==> config.mk <==
export PLATFORM = sky130hd
export DESIGN_NAME = regfile_sb_flat
export DESIGN_NICKNAME = d
export VERILOG_FILES = /design/src/rtl/regfile_pkg.sv /design/src/rtl/regfile_sb_if.sv /design/src/rtl/regfile_scoreboard.sv /design/src/rtl/regfile_sb.sv /design/src/flat_wrapper.sv
export SDC_FILE = /design/constraint.sdc
export NUM_CORES = 1
export LEC_CHECK = 0
export ABC_AREA = 1
export CAP_MARGIN = 20
export CORE_UTILIZATION = 25
export DETAILED_ROUTE_END_ITERATION = 10
export PLACE_DENSITY = 0.48
export SYNTH_ARGS = -nofsm -noshare
export SYNTH_HDL_FRONTEND = slang
export SYNTH_SLANG_ARGS = --single-unit
==> constraint.sdc <==
create_clock -name clk -period 3.3 [get_ports clk]
set_input_delay 0.495 -clock clk [delete_from_list [all_inputs] [get_ports clk]]
set_output_delay 0.495 -clock clk [all_outputs]
set_load 0.02 [all_outputs]
==> src/rtl/regfile_pkg.sv <==
// Shared constants and helpers for the scoreboarded register file.
package regfile_pkg;

    localparam int DEF_DATA_W = 16;
    localparam int DEF_ADDR_W = 3;
    localparam int DEF_NUM_RD = 2;

    // Low bit of port `port` inside a flat bus of `width`-bit fields.
    function automatic int port_lo(input int port, input int width);
        return port * width;
    endfunction

endpackage

==> src/rtl/regfile_sb_if.sv <==
// Write, reserve and read-port signals of the scoreboarded register file.
interface regfile_sb_if
    import regfile_pkg::*;
#(
    parameter int DATA_W = DEF_DATA_W,
    parameter int ADDR_W = DEF_ADDR_W,
    parameter int NUM_RD = DEF_NUM_RD
) ();

    // No handshake: every input is sampled on each rising edge, and the
    // read results are valid one cycle later. The requester holds rd_addr
    // for as long as it needs the result.
    logic                       wr_en;
    logic [ADDR_W-1:0]          wr_addr;
    logic [DATA_W-1:0]          wr_data;
    logic                       rsv_en;
    logic [ADDR_W-1:0]          rsv_addr;
    logic [NUM_RD*ADDR_W-1:0]   rd_addr;
    logic [NUM_RD*DATA_W-1:0]   rd_data;
    logic [NUM_RD-1:0]          rd_busy;
    logic                       rsv_err;
    logic [(1<<ADDR_W)-1:0]     pend_vec;

    modport master (
        output wr_en, wr_addr, wr_data, rsv_en, rsv_addr, rd_addr,
        input  rd_data, rd_busy, rsv_err, pend_vec
    );

    modport slave (
        input  wr_en, wr_addr, wr_data, rsv_en, rsv_addr, rd_addr,
        output rd_data, rd_busy, rsv_err, pend_vec
    );

endinterface

==> src/rtl/regfile_scoreboard.sv <==
// Pending-bit scoreboard: reserve/write update, reservation error pulse
// and per-read-port busy lookup.
module regfile_scoreboard
    import regfile_pkg::*;
#(
    parameter int ADDR_W  = DEF_ADDR_W,
    parameter int NUM_RD  = DEF_NUM_RD,
    parameter int ZERO_R0 = 0
) (
    input  logic                     clk,
    input  logic                     clear,
    input  logic                     wr_en,
    input  logic [ADDR_W-1:0]        wr_addr,
    input  logic                     rsv_en,
    input  logic [ADDR_W-1:0]        rsv_addr,
    input  logic [NUM_RD*ADDR_W-1:0] rd_addr,
    output logic [NUM_RD-1:0]        rd_busy,
    output logic                     rsv_err,
    output logic [(1<<ADDR_W)-1:0]   pend_vec
);

    localparam int DEPTH = 1 << ADDR_W;

    logic [DEPTH-1:0]  pend;
    logic [DEPTH-1:0]  pend_nxt;
    logic [NUM_RD-1:0] busy_nxt;
    logic              err_nxt;
    logic              rsv_is_r0;

    assign rsv_is_r0 = (ZERO_R0 != 0) && (rsv_addr == '0);

    always_comb begin
        pend_nxt = pend;
        busy_nxt = '0;
        // Reserve is applied after the write so a same-cycle producer wins.
        if (wr_en) pend_nxt[wr_addr] = 1'b0;
        if (rsv_en) pend_nxt[rsv_addr] = 1'b1;
        if (ZERO_R0 != 0) pend_nxt[0] = 1'b0;
        err_nxt = rsv_en && pend[rsv_addr] && !rsv_is_r0;
        for (int i = 0; i < NUM_RD; i++) begin
            busy_nxt[i] = pend_nxt[rd_addr[port_lo(i, ADDR_W) +: ADDR_W]];
        end
    end

    always_ff @(posedge clk) begin
        if (clear) begin
            pend    <= '0;
            rd_busy <= '0;
            rsv_err <= 1'b0;
        end else begin
            pend    <= pend_nxt;
            rd_busy <= busy_nxt;
            rsv_err <= err_nxt;
        end
    end

    assign pend_vec = pend;

endmodule

==> src/rtl/regfile_sb.sv <==
// Parametrised register file with write-first registered read ports and a
// pending-bit scoreboard for operand tracking.
module regfile_sb
    import regfile_pkg::*;
#(
    parameter int DATA_W  = DEF_DATA_W,
    parameter int ADDR_W  = DEF_ADDR_W,
    parameter int NUM_RD  = DEF_NUM_RD,
    parameter int ZERO_R0 = 0
) (
    input  logic       clk,
    input  logic       clear,
    regfile_sb_if.slave bus
);

    localparam int DEPTH = 1 << ADDR_W;

    logic [DATA_W-1:0]        mem [DEPTH];
    logic                     wr_ok;
    logic [NUM_RD*DATA_W-1:0] rd_data_flat;

    // A write to a hard-wired zero register is dropped entirely, bypass included.
    assign wr_ok = bus.wr_en && !((ZERO_R0 != 0) && (bus.wr_addr == '0));

    always_ff @(posedge clk) begin
        if (clear) begin
            for (int j = 0; j < DEPTH; j++) mem[j] <= '0;
        end else if (wr_ok) begin
            mem[bus.wr_addr] <= bus.wr_data;
        end
    end

    for (genvar i = 0; i < NUM_RD; i++) begin : g_rd
        logic [ADDR_W-1:0] ra;
        logic [DATA_W-1:0] q;

        assign ra = bus.rd_addr[port_lo(i, ADDR_W) +: ADDR_W];

        always_ff @(posedge clk) begin
            if (clear) begin
                q <= '0;
            end else if ((ZERO_R0 != 0) && (ra == '0)) begin
                q <= '0;
            end else if (wr_ok && (bus.wr_addr == ra)) begin
                q <= bus.wr_data;
            end else begin
                q <= mem[ra];
            end
        end

        assign rd_data_flat[port_lo(i, DATA_W) +: DATA_W] = q;
    end

    assign bus.rd_data = rd_data_flat;

    regfile_scoreboard #(
        .ADDR_W  (ADDR_W),
        .NUM_RD  (NUM_RD),
        .ZERO_R0 (ZERO_R0)
    ) u_sb (
        .clk      (clk),
        .clear    (clear),
        .wr_en    (wr_ok),
        .wr_addr  (bus.wr_addr),
        .rsv_en   (bus.rsv_en),
        .rsv_addr (bus.rsv_addr),
        .rd_addr  (bus.rd_addr),
        .rd_busy  (bus.rd_busy),
        .rsv_err  (bus.rsv_err),
        .pend_vec (bus.pend_vec)
    );

endmodule

==> src/flat_wrapper.sv <==
// flat-port wrapper written by rule: the top's interface ports become plain ports
module regfile_sb_flat import regfile_pkg::*;
#(
    parameter int DATA_W  = DEF_DATA_W,
    parameter int ADDR_W  = DEF_ADDR_W,
    parameter int NUM_RD  = DEF_NUM_RD,
    parameter int ZERO_R0 = 0
)
  (clk, clear, bus_wr_en, bus_wr_addr, bus_wr_data, bus_rsv_en, bus_rsv_addr, bus_rd_addr, bus_rd_data, bus_rd_busy, bus_rsv_err, bus_pend_vec);
  regfile_sb_if #(.DATA_W(DATA_W), .ADDR_W(ADDR_W), .NUM_RD(NUM_RD)) bus_i ();
  input  logic clk;
  input  logic clear;
  input wire logic [$bits(bus_i.wr_en)-1:0] bus_wr_en;
  input wire logic [$bits(bus_i.wr_addr)-1:0] bus_wr_addr;
  input wire logic [$bits(bus_i.wr_data)-1:0] bus_wr_data;
  input wire logic [$bits(bus_i.rsv_en)-1:0] bus_rsv_en;
  input wire logic [$bits(bus_i.rsv_addr)-1:0] bus_rsv_addr;
  input wire logic [$bits(bus_i.rd_addr)-1:0] bus_rd_addr;
  output wire logic [$bits(bus_i.rd_data)-1:0] bus_rd_data;
  output wire logic [$bits(bus_i.rd_busy)-1:0] bus_rd_busy;
  output wire logic [$bits(bus_i.rsv_err)-1:0] bus_rsv_err;
  output wire logic [$bits(bus_i.pend_vec)-1:0] bus_pend_vec;
  assign bus_i.wr_en = bus_wr_en;
  assign bus_i.wr_addr = bus_wr_addr;
  assign bus_i.wr_data = bus_wr_data;
  assign bus_i.rsv_en = bus_rsv_en;
  assign bus_i.rsv_addr = bus_rsv_addr;
  assign bus_i.rd_addr = bus_rd_addr;
  assign bus_rd_data = bus_i.rd_data;
  assign bus_rd_busy = bus_i.rd_busy;
  assign bus_rsv_err = bus_i.rsv_err;
  assign bus_pend_vec = bus_i.pend_vec;
  regfile_sb #(.DATA_W(DATA_W), .ADDR_W(ADDR_W), .NUM_RD(NUM_RD), .ZERO_R0(ZERO_R0)) u_core (.clk(clk), .clear(clear), .bus(bus_i));
endmodule
==> results of run 1 <==
[layout by cell type, fill, tap and decap left out, types with 3 or more instances in the layout]
cell type        synthesis  routed
o21ai_0                116     116
a21oi_1                 44      44
o21ai_1                 18      18
a211oi_1                17      17
nand3_1                 42      42
nor2_1                 300     300
buf_4                   16      33
dfxtp_1                 43      43
o22ai_1                 49      49
inv_1                   28      28
clkinv_4                 0       3
clkdlybuf4s50_1          0      72
edfxtp_1               128     128
inv_2                    5       5
clkbuf_16                0      17
nand2_1                164     164
[sequential cells by signal, indices dropped and copies added, names as in the netlist]
register,count
u_core.mem,128
u_core.u_sb.rsv_err,1
u_core.u_sb.pend_vec,8
u_core.u_sb.rd_busy,2
u_core.g_rd.q,32
[worst min path at each step]
stage | depth (start not counted) | slack, ns | start | to
finish | 2 | 0.54 | u_core.u_sb.pend_vec[6] | u_core.u_sb.pend_vec[6]
global route | 2 | 0.58 | u_core.u_sb.pend_vec[2] | u_core.u_sb.pend_vec[2]
CTS | 2 | 0.54 | u_core.u_sb.pend_vec[6] | u_core.u_sb.pend_vec[6]
floorplan | 2 | 0.59 | u_core.u_sb.pend_vec[6] | u_core.u_sb.pend_vec[6]
global placement | 2 | 0.52 | u_core.u_sb.pend_vec[4] | u_core.u_sb.pend_vec[4]
detailed placement | 2 | 0.53 | u_core.u_sb.pend_vec[6] | u_core.u_sb.pend_vec[6]
[worst min-delay path, stage by stage (launching register included)]
cell and delay, ns:
dfxtp_1 0.32, nand2_1 0.10, a21oi_1 0.07
[stage by stage]
step                hold slack, ns  worst slack, ns  instances    util
floorplan                   0.5892            1.453       1034       -
global placement            0.5227           0.4041       1521  0.2904
detailed placement          0.5292           0.3633       1521  0.2904
CTS                         0.5417           0.8129       1553  0.3075
global route                0.5783           0.6911       1553  0.3075
finish                      0.5353           0.7867       1553  0.3075
[cell families after synthesis]
group | after synthesis | share of synthesized area
flip-flops | 171 | 0.5487
XOR/XNOR | 1 | 0.001022
buffers and inverters | 105 | 0.06158
AND/OR/NAND/NOR | 509 | 0.2304
AO/OA/AOI/OAI | 248 | 0.1583
[power groups by stage]
stage	Combinational (uW)	Clock [uW]	Sequential [uW]
floorplan	406	0	2600
finish	790	2020	2530
global route	852	2130	2550
CTS	787	2040	2530
global placement	790	0	2580
detailed placement	784	0	2570
[routing by layer]
metal  share of wire  track usage  vias up
met5               0            0        -
met4           0.017      0.05044        0
met3           0.068      0.02552       41
met2            0.47       0.2847      354
met1            0.44       0.2355     3709
li1                -            -     3635
[cell type report]
cell class                      count  area [um^2]  area share
Timing Repair Buffer              109         1018     0.09852
Inverter                           35        136.4     0.01319
Clock inverter                     13        142.6     0.01380
Sequential cell                   171         4705      0.4551
Multi-Input combinational cell    758         3342      0.3233
Clock buffer                       19        432.9     0.04188
Tap cell                          448        560.5     0.05422
==> results.md, run 1 <==
* Initial Util at 0.2551
* Layout cells sized above 1 at 0.06968
* Final Hold Viols at 0
* Status: finished, final reports clean
* Area leader, netlist: edfxtp_1
* Post-Syn Area per Cell at 8.293 um^2
* Post-synth cell types at 24
* DRC viols at 0
* DR iter-0 viols at 948
* Clock Tree Buf Depth at 2
* First-pass GRT wire length at approximately 46000 um
* End of the worst register-to-register path: u_core.g_rd[0].q[2]
* Synthesized area at 8574 um^2
* IO Port Bufs at 74
* Hold_buf cts at 0
* Clock latency on the worst-skew pair at 0.43 ns
* RSZ-0062 raised after global routing: no
* Crit path time final at ~2.5 ns
* Seq/Total Area, Yosys at 0.5487
* Post-synth EDFFs at around 130
* R2R cell count at 6
* Filler cells at around 3500
* CP delay by family, top: simple AND/OR/NAND/NOR gates
* Ports at between 70 and 80
* Leak Pwr at ~0.0040 uW
* Setup violators final at 0
* Layout Skew at 0.008492 ns
* Switching portion of total power at 0.2795
* Crit-path max FO at 16
* CP peak stage delay at 0.74 ns
* Initial antenna violation count at 0
* Levels on crit path at 5
* Combinational power share at 0.148
* TritonCTS buffer count at 17
* Overall power at 5341 uW
* Cells resized by post-CTS repair at 0
* Die Wd at ~190 um
* Worst Path Arrival at between 2 and 3 ns
* Final GP Congestion at 0.8246
* Final HPWL DP at roughly 20000 um
* Setup Fix Bufs, Post-CTS at 0
* Startpoint class of the critical path: input pin
* Pwr Density at 516.7 nW/um^2
* Vias in the first global route at approximately 7400
* Reg-to-reg slack, setup at approximately 1.9 ns
* Count leader, synth: nor2_1
* Routed Antenna Nets at 0
* Synth top area share at 0.4483
* Clock Pin Slew Worst Setup and Hold Paths at 0.07 ns
* Max Fclk at ~400 MHz
* CP endpoint: u_core.mem[4][9]
* Core Rows at 67
* Hold/Removal Path Class: reg2reg
* Total wire length at 30690 um
* Layout Nets at approximately 1100
* VDD IR max at 0.0003800 V
* DRT Pass-1 Iters at 6
* Sink Count at approximately 170
* Critical path launch point: bus_wr_addr[2]
* Worst-margin pin slew at between 0.9 and 1 ns
* Most frequent cells after synthesis: nor2_1 (300), nand2_1 (164), edfxtp_1 (128)
* Ys Warns at 0
* Largest net degree at the start of global routing at a little under 50
* CTS Root Cell: clkbuf_16
* Fin crit share at 0.7616
* Syn Nets at around 1100
* Crit. End Element: flop
* Sw Pwr at 1493 uW
* Post-synthesis cell count at ~1000
* Slew headroom at 0.3522
* Worst EP required at 3.55 ns
* Slew Limit Fails at 0
* Total GRT Usage at 0.1734
* FFs w/ async S/R, synth at 0
* Die H at between 150 and 200 um
* Max-cap violations at 0
* H-Tree Depth at 4
* Cell area after layout at between 10000 and 15000 um^2
* Flops & latches, synth at 171
* Sum of negative setup slack at 0 ns
* Largest cells by area after synthesis: edfxtp_1 (45%), nor2_1 (13%), dfxtp_1 (10%), nand2_1 (7.2%), o21ai_0 (6.8%)
* Wirelength per Cell at a little under 20 um
* CP max stage cell: nand3_1
* CP Class: in2reg
* Diode count at 0
* Worst Path Buf+Inv at 2
* Area Overhead vs Synth at 20.56%
* Main synth FF type: edfxtp_1
* TritonCTS clock tree: built
* Via-to-Cell Ratio at between 4 and 5
* Crit Reg-Reg Startpoint: u_core.mem[5][2]
* Critical-path cell list: clkdlybuf4s50_1 > inv_1 > nor2_1 > nand3_1 > nor2_1
* Int Pwr at 3848 uW
* Most frequent CP cell: nor2_1
* Clock share of power at 0.378
* Dpl cell area at a little under 10000 um^2
* Total congestion overflow at 0
* Core Box Area at 33620 um^2
* Die area at ~35000 um^2
* Vias post-DR at between 7000 and 8000
* Sequential Power Share at 0.474
Note: power is estimated with default switching activity, not from simulation.
==> run 2: changes to the inputs <==
==> constraint.sdc (replaced) <==
create_clock -name clk -period 2.5 [get_ports clk]
set_input_delay 0.375 -clock clk [delete_from_list [all_inputs] [get_ports clk]]
set_output_delay 0.375 -clock clk [all_outputs]
set_load 0.02 [all_outputs]
==> results.md, run 2 (same netlist as run 1, synthesis figures left out) <==
* Core Box Area at 33620 um^2 (unchanged)
* Slew Limit Fails at 0 (unchanged)
* Final GP Congestion at 0.8516 (was 0.8246)
* Vias in the first global route at 7735 (was 7362)
* Vias post-DR at 7840 (was 7739)
* Final Hold Viols at 0 (unchanged)
* H-Tree Depth at 4 (unchanged)
* Layout Skew at 0.01113 ns (was 0.008492 ns)
* Area Overhead vs Synth at 22.98% (was 20.56%)
* Setup violators final at 0 (unchanged)
* Initial antenna violation count at 0 (unchanged)
* Most common cell after layout, fill and taps aside: nor2_1 (unchanged)
* Routed Antenna Nets at 0 (unchanged)
* Wirelength per Cell at 19.75 um (was 19.76 um)
* Worst Path Buf+Inv at 1 (was 2)
* Pwr Density at 665.9 nW/um^2 (was 516.7 nW/um^2)
* Die H at 187.2 um (unchanged)
* Worst-margin pin slew at 0.6119 ns (was 0.9690 ns)
* Clock Pin Slew Worst Setup and Hold Paths at 0.07 ns (about the same)
* Core Rows at 67 (unchanged)
* TritonCTS clock tree: built (unchanged)
* CP Class: reg2out (was in2reg)
* Biggest register: u_core.mem (unchanged)
* Setup Fix Bufs, Post-CTS at 0 (unchanged)
* Cells resized by post-CTS repair at 0 (unchanged)
* TritonCTS buffer count at 17 (unchanged)
* Sum of negative setup slack at 0 ns (unchanged)
* Initial Util at 0.2551 (unchanged)
* CTS Root Cell: clkbuf_16 (unchanged)
* Total congestion overflow at 0 (unchanged)
* Layout Nets at 1137 (was 1124)
* Total GRT Usage at 0.1761 (was 0.1734)
* Critical-path cell list: clkdlybuf4s50_1 (was clkdlybuf4s50_1 > inv_1 > nor2_1 > nand3_1 > nor2_1)
* IO Port Bufs at 74 (unchanged)
* Final HPWL DP at 18900 um (was 19900 um)
* Leak Pwr at 0.004085 uW (was 0.003986 uW)
* Reg area at 4705 um^2 (unchanged)
* Crit path time final at ~1.8 ns
* Worst Path Arrival at 1.43 ns (was 2.77 ns)
* Placed Cells at 1534 (was 1521)
* DR iter-0 viols at 669 (was 948)
* Max reg flops at 128 (unchanged)
* Fin crit share at 0.7218
* Layout cells sized above 1 at 0.08050 (was 0.06968)
* Largest net degree at the start of global routing at 70 (was 49)
* RSZ-0062 raised after global routing: no (unchanged)
* Max-cap violations at 0 (unchanged)
* Non-Filler Instances at 1566 (was 1553)
* CP max stage cell: clkdlybuf4s50_1 (was nand3_1)
* Max Fclk at around 550 MHz
* CP peak stage delay at 0.62 ns (was 0.74 ns)
* Die Wd at 187.2 um (unchanged)
* Filler cells at 3501 (was 3535)
* Via-to-Cell Ratio at 5.006 (was 4.983)
* Ports at 75 (unchanged)
* Die area at 35040 um^2 (unchanged)
* First-pass GRT wire length at 46170 um (was 45530 um)
* DRC viols at 0 (unchanged)
* Total wire length at 30930 um (was 30690 um)
* Worst EP required at 2.12 ns (was 3.55 ns)
* VDD IR max at 0.0004981 V (was 0.0003800 V)
* Hold_buf cts at 0 (unchanged)
* DRT Pass-1 Iters at 5 (was 6)
* Startpoint class of the critical path: flop (was input pin)
* Sink Count at 171 (unchanged)
* Slew headroom at 0.5915 (was 0.3522)
* Diode count at 0 (unchanged)
* Commonest non-fill, non-tap cells in the layout: nor2_1 (300), nand2_1 (164), edfxtp_1 (128) (unchanged)
* Area of the multi-input gates at 3342 um^2 (unchanged)
* Clock latency on the worst-skew pair at 0.44 ns (was 0.43 ns)
* Status: finished, final reports clean (unchanged)
* Hold/Removal Path Class: in2reg (was reg2reg)
* Crit. End Element: primary output (was flop)
* Clock Tree Buf Depth at 2 (unchanged)
* CP delay by family, top: buffers and inverters (was simple AND/OR/NAND/NOR gates)
* Overall power at 7022 uW (was 5341 uW)
* Crit-path max FO at 3 (was 16)
==> run 2: worst paths after layout <==
| check | from | endpoint | slack [ns] | depth (start not counted) |
|---|---|---|---|---|
| setup / recovery | u_core.u_sb.pend_vec[6] | bus_pend_vec[6] | 0.70 | 1 |
| hold / removal | bus_rd_addr[3] | u_core.g_rd[1].q[10] | 0.54 | 6 |
| setup reg to reg | u_core.mem[1][11] | u_core.g_rd[1].q[11] | 1.33 | 6 |
| hold reg to reg | u_core.u_sb.pend_vec[3] | u_core.u_sb.pend_vec[3] | 0.55 | 2 |
==> run 2: per-stage QoR <==
| step | utilization | worst slack [ns] | instance area [um^2] | hold slack [ns] |
|---|---|---|---|---|
| floorplan | - | 0.7726 | 8574 | 0.5352 |
| global placement | 0.2970 | 0.3259 | 9985 | 0.5229 |
| detailed placement | 0.2970 | 0.3778 | 9985 | 0.5265 |
| CTS | 0.3137 | 0.6699 | 10550 | 0.5292 |
| global route | 0.3137 | 0.6328 | 10550 | 0.5601 |
| finish | 0.3137 | 0.6955 | 10550 | 0.5448 |
==> run 2: layout make-up <==
cell class | instances | area share
inverter | 35 | 0.01293
tap | 448 | 0.05316
clock buffer | 19 | 0.04200
timing repair buffer | 122 | 0.1177
clock inverter | 13 | 0.01115
sequential | 171 | 0.4461
multi-input combinational | 758 | 0.3169
==> run 2: power breakdown <==
group | total (uW) | switching (uW) | internal [uW] | leakage (uW)
Clock | 2620 | 1210 | 1410 | 0.000267
Sequential | 3340 | 93.6 | 3240 | 0.00159
Combinational | 1060 | 676 | 383 | 0.00223
==> run 2: tightest hold or removal path, delay by kind of cell <==
family	cells	cell delay, ns
buf+inv	2	0.26
compound gates	1	0.06
simple gates	3	0.23
==> run 2: per-layer routing <==
layer | routed length (um) | vias to the layer above | part of all wire | global-route usage
li1 | - | 3653 | - | -
met1 | 14170 | 3791 | 0.46 | 0.2383
met2 | 13950 | 342 | 0.45 | 0.2791
met3 | 2081 | 54 | 0.067 | 0.03302
met4 | 730 | 0 | 0.024 | 0.06431
met5 | 0 | - | 0 | 0
==> run 3: changes to the inputs <==
--- a/config.mk
+++ b/config.mk
@@ -9,7 +9,7 @@
 export CAP_MARGIN = 20
 export CORE_UTILIZATION = 25
 export DETAILED_ROUTE_END_ITERATION = 10
-export PLACE_DENSITY = 0.48
+export PLACE_DENSITY = 0.49
 export SYNTH_ARGS = -nofsm -noshare
 export SYNTH_HDL_FRONTEND = slang
 export SYNTH_SLANG_ARGS = --single-unit
==> constraint.sdc (replaced) <==
create_clock -name clk -period 1.52 [get_ports clk]
set_input_delay 0.228 -clock clk [delete_from_list [all_inputs] [get_ports clk]]
set_output_delay 0.228 -clock clk [all_outputs]
set_load 0.02 [all_outputs]
==> results.md, run 3 (same netlist as run 1, synthesis figures left out) <==
* DRC viols at 0 (unchanged)
* Sw Pwr at 3381 uW (was 1985 uW)
* Biggest register: u_core.mem (unchanged)
* Vias post-DR at 8018 (was 7840)
* Via-to-Cell Ratio at 4.949 (was 5.006)
* Crit path time final at about 1.5 ns
* Area Overhead vs Synth at 32.03% (was 22.98%)
* Worst-margin pin slew at 0.4448 ns (was 0.6119 ns)
* DR iter-0 viols at 725 (was 669)
* Final GP Congestion at 0.8097 (was 0.8516)
* Dpl cell area at 10510 um^2 (was 9985 um^2)
* Max Fclk at 663.2 MHz
* Sink Count at 171 (unchanged)
* Most common cell after layout, fill and taps aside: nor2_1 (unchanged)
* Hold WS at 0.4104 ns (was 0.5448 ns)
* Largest net degree at the start of global routing at 47 (was 70)
* Total congestion overflow at 0 (unchanged)
* Initial Util at 0.2551 (unchanged)
* Layout Skew at 0.009883 ns (was 0.01113 ns)
* CTS Root Cell: clkbuf_16 (unchanged)
* Crit. End Element: flop (was primary output)
* TritonCTS clock tree: built (unchanged)
* Slew Limit Fails at 0 (unchanged)
* Layout Nets at 1191 (was 1137)
* Die Wd at 187.2 um (unchanged)
* Combinational power share at 0.160 (was 0.151)
* Final HPWL DP at 20420 um (was 18900 um)
* Clock latency on the worst-skew pair at 0.44 ns (about the same)
* Worst EP required at 1.85 ns (was 2.12 ns)
* H-Tree Depth at 4 (unchanged)
* Layout cells sized above 1 at 0.1493 (was 0.08050)
* Slew headroom at 0.7035 (was 0.5915)
* Switching portion of total power at 0.2825 (was 0.2826)
* Core Rows at 67 (unchanged)
* Die area at 35040 um^2 (unchanged)
* CP peak stage delay at 0.47 ns (was 0.62 ns)
* Sequential Power Share at 0.459 (was 0.475)
* DRT Pass-1 Iters at 5 (unchanged)
* Diode count at 0 (unchanged)
* Initial antenna violation count at 0 (unchanged)
* Total GRT Usage at 0.1788 (was 0.1761)
* RSZ-0062 raised after global routing: yes (was no)
* CP Class: in2reg (was reg2out)
* Ports at 75 (unchanged)
* VDD IR max at 0.0007972 V (was 0.0004981 V)
* Clock Pin Slew Worst Setup and Hold Paths at 0.07 ns (about the same)
* Critical-path cell list: clkdlybuf4s50_1 > buf_6 > clkinvlp_4 > buf_4 > buf_4 > o21ai_0 > o22ai_1 > nand2_1 > nand2_1 > nor2_1 > nor2_1 (was clkdlybuf4s50_1)
* Cell area after layout at 11320 um^2 (was 10550 um^2)
* Max reg flops at 128 (unchanged)
* Fin crit share at 0.9920
* Clock Tree Buf Depth at 2 (unchanged)
* Vias in the first global route at 7742 (was 7735)
* Die H at 187.2 um (unchanged)
* IO Port Bufs at 74 (unchanged)
* Leak Pwr at 0.004659 uW (was 0.004085 uW)
* Non-Filler Instances at 1620 (was 1566)
* Core Box Area at 33620 um^2 (unchanged)
* Startpoint class of the critical path: input pin (was flop)
* Final worst slack at 0.01215 ns (was 0.6955 ns)
* Final Hold Viols at 0 (unchanged)
* Pwr Density at 1057 nW/um^2 (was 665.9 nW/um^2)
* Hold/Removal Path Class: in2reg (unchanged)
* Crit-path max FO at 8 (was 3)
* Max-cap violations at 0 (unchanged)
* Int Pwr at 8586 uW (was 5037 uW)
* TritonCTS buffer count at 17 (unchanged)
* Status: finished, final reports clean (unchanged)
* Setup violators final at 0 (unchanged)
* Commonest non-fill, non-tap cells in the layout: nor2_1 (291), nand2_1 (162), edfxtp_1 (128) (was nor2_1 (300), nand2_1 (164), edfxtp_1 (128))
* Clock share of power at 0.382 (was 0.374)
* Place WS at -0.5614 ns (was 0.3778 ns)
* Routed Antenna Nets at 0 (unchanged)
* Wirelength per Cell at 19.31 um (was 19.75 um)
* CP max stage cell: clkdlybuf4s50_1 (unchanged)
* Worst Path Arrival at 1.84 ns (was 1.43 ns)
* First-pass GRT wire length at 46830 um (was 46170 um)
* Total wire length at 31290 um (was 30930 um)
* Placed Cells at 1577 (was 1534)
[run 3: changes by cell type in the layout (fill, tap and decap cells not counted), sizes merged, moves of 3 or more]
cell | previous run | this run
clkbuf | 19 | 24
clkinvlp | 3 | 6
clkdlybuf4s50 | 72 | 25
dlygate4sd2 | 0 | 45
buf | 50 | 101
clkinv | 4 | 1
[run 3: timing repair]
item | in CTS | in global routing
endpoints found under the setup margin | 79 | 61
hold buffers | 0 | 0
cloned | 1 | 2
resized for setup | 48 | 36
pin swaps | 1 | 11
buffers inserted | 3 | 5
hold endpoints to repair | 0 | 0
[run 3: metrics by stage]
step                      power [uW]  utilization  setup TNS (ns)
after floorplan                 6535            -               0
after global placement          7464       0.3127         -118.25
after detailed placement        7466       0.3127         -107.13
after CTS                      11960       0.3313               0
after global routing           12410       0.3368         -0.1169
final                          11970       0.3368               0
[run 3: power groups by stage]
stage | registers, uW | clock network, uW | logic [uW]
detailed placement | 5590 | 0 | 1880
global route | 5520 | 4810 | 2070
floorplan | 5650 | 0 | 881
finish | 5490 | 4570 | 1910
global placement | 5590 | 0 | 1880
CTS | 5480 | 4620 | 1850
[run 3: final timing paths]
| check | start | endpoint | slack [ns] | cells after the start |
|---|---|---|---|---|
| worst min-delay path | bus_rd_addr[2] | u_core.u_sb.rd_busy[0] | 0.41 | 4 |
| worst min register to register | u_core.u_sb.pend_vec[6] | u_core.u_sb.pend_vec[6] | 0.62 | 3 |
| worst max-delay path | bus_rd_addr[4] | u_core.g_rd[1].q[6] | 0.01 | 11 |
| worst max register to register | u_core.mem[5][4] | u_core.g_rd[1].q[4] | 0.30 | 7 |
[run 3: routing by layer]
metal	wire length, um	part of all wire	track usage	up-vias
li1	-	-	-	3767
met1	13920	0.44	0.2347	3905
met2	14730	0.47	0.2928	306
met3	1944	0.062	0.03171	40
met4	689	0.022	0.06652	0
met5	0	0	0	-
[run 3: worst max-delay path, delay by kind of cell]
kind                   cells  cell delay, ns
buffers and inverters      5            1.05
and+or+nand+nor            4            0.35
AOI/OAI and AO/OA          2            0.20
[run 3: layout make-up]
type,count,area (um^2)
fillers,3505,22300
flip-flops and latches,171,4705
multi-input cells,758,3425
repair buffers,176,1867
well taps,448,560.5
clock buffers,22,528.0
inverters,35,147.6
clock inverters,10,88.84
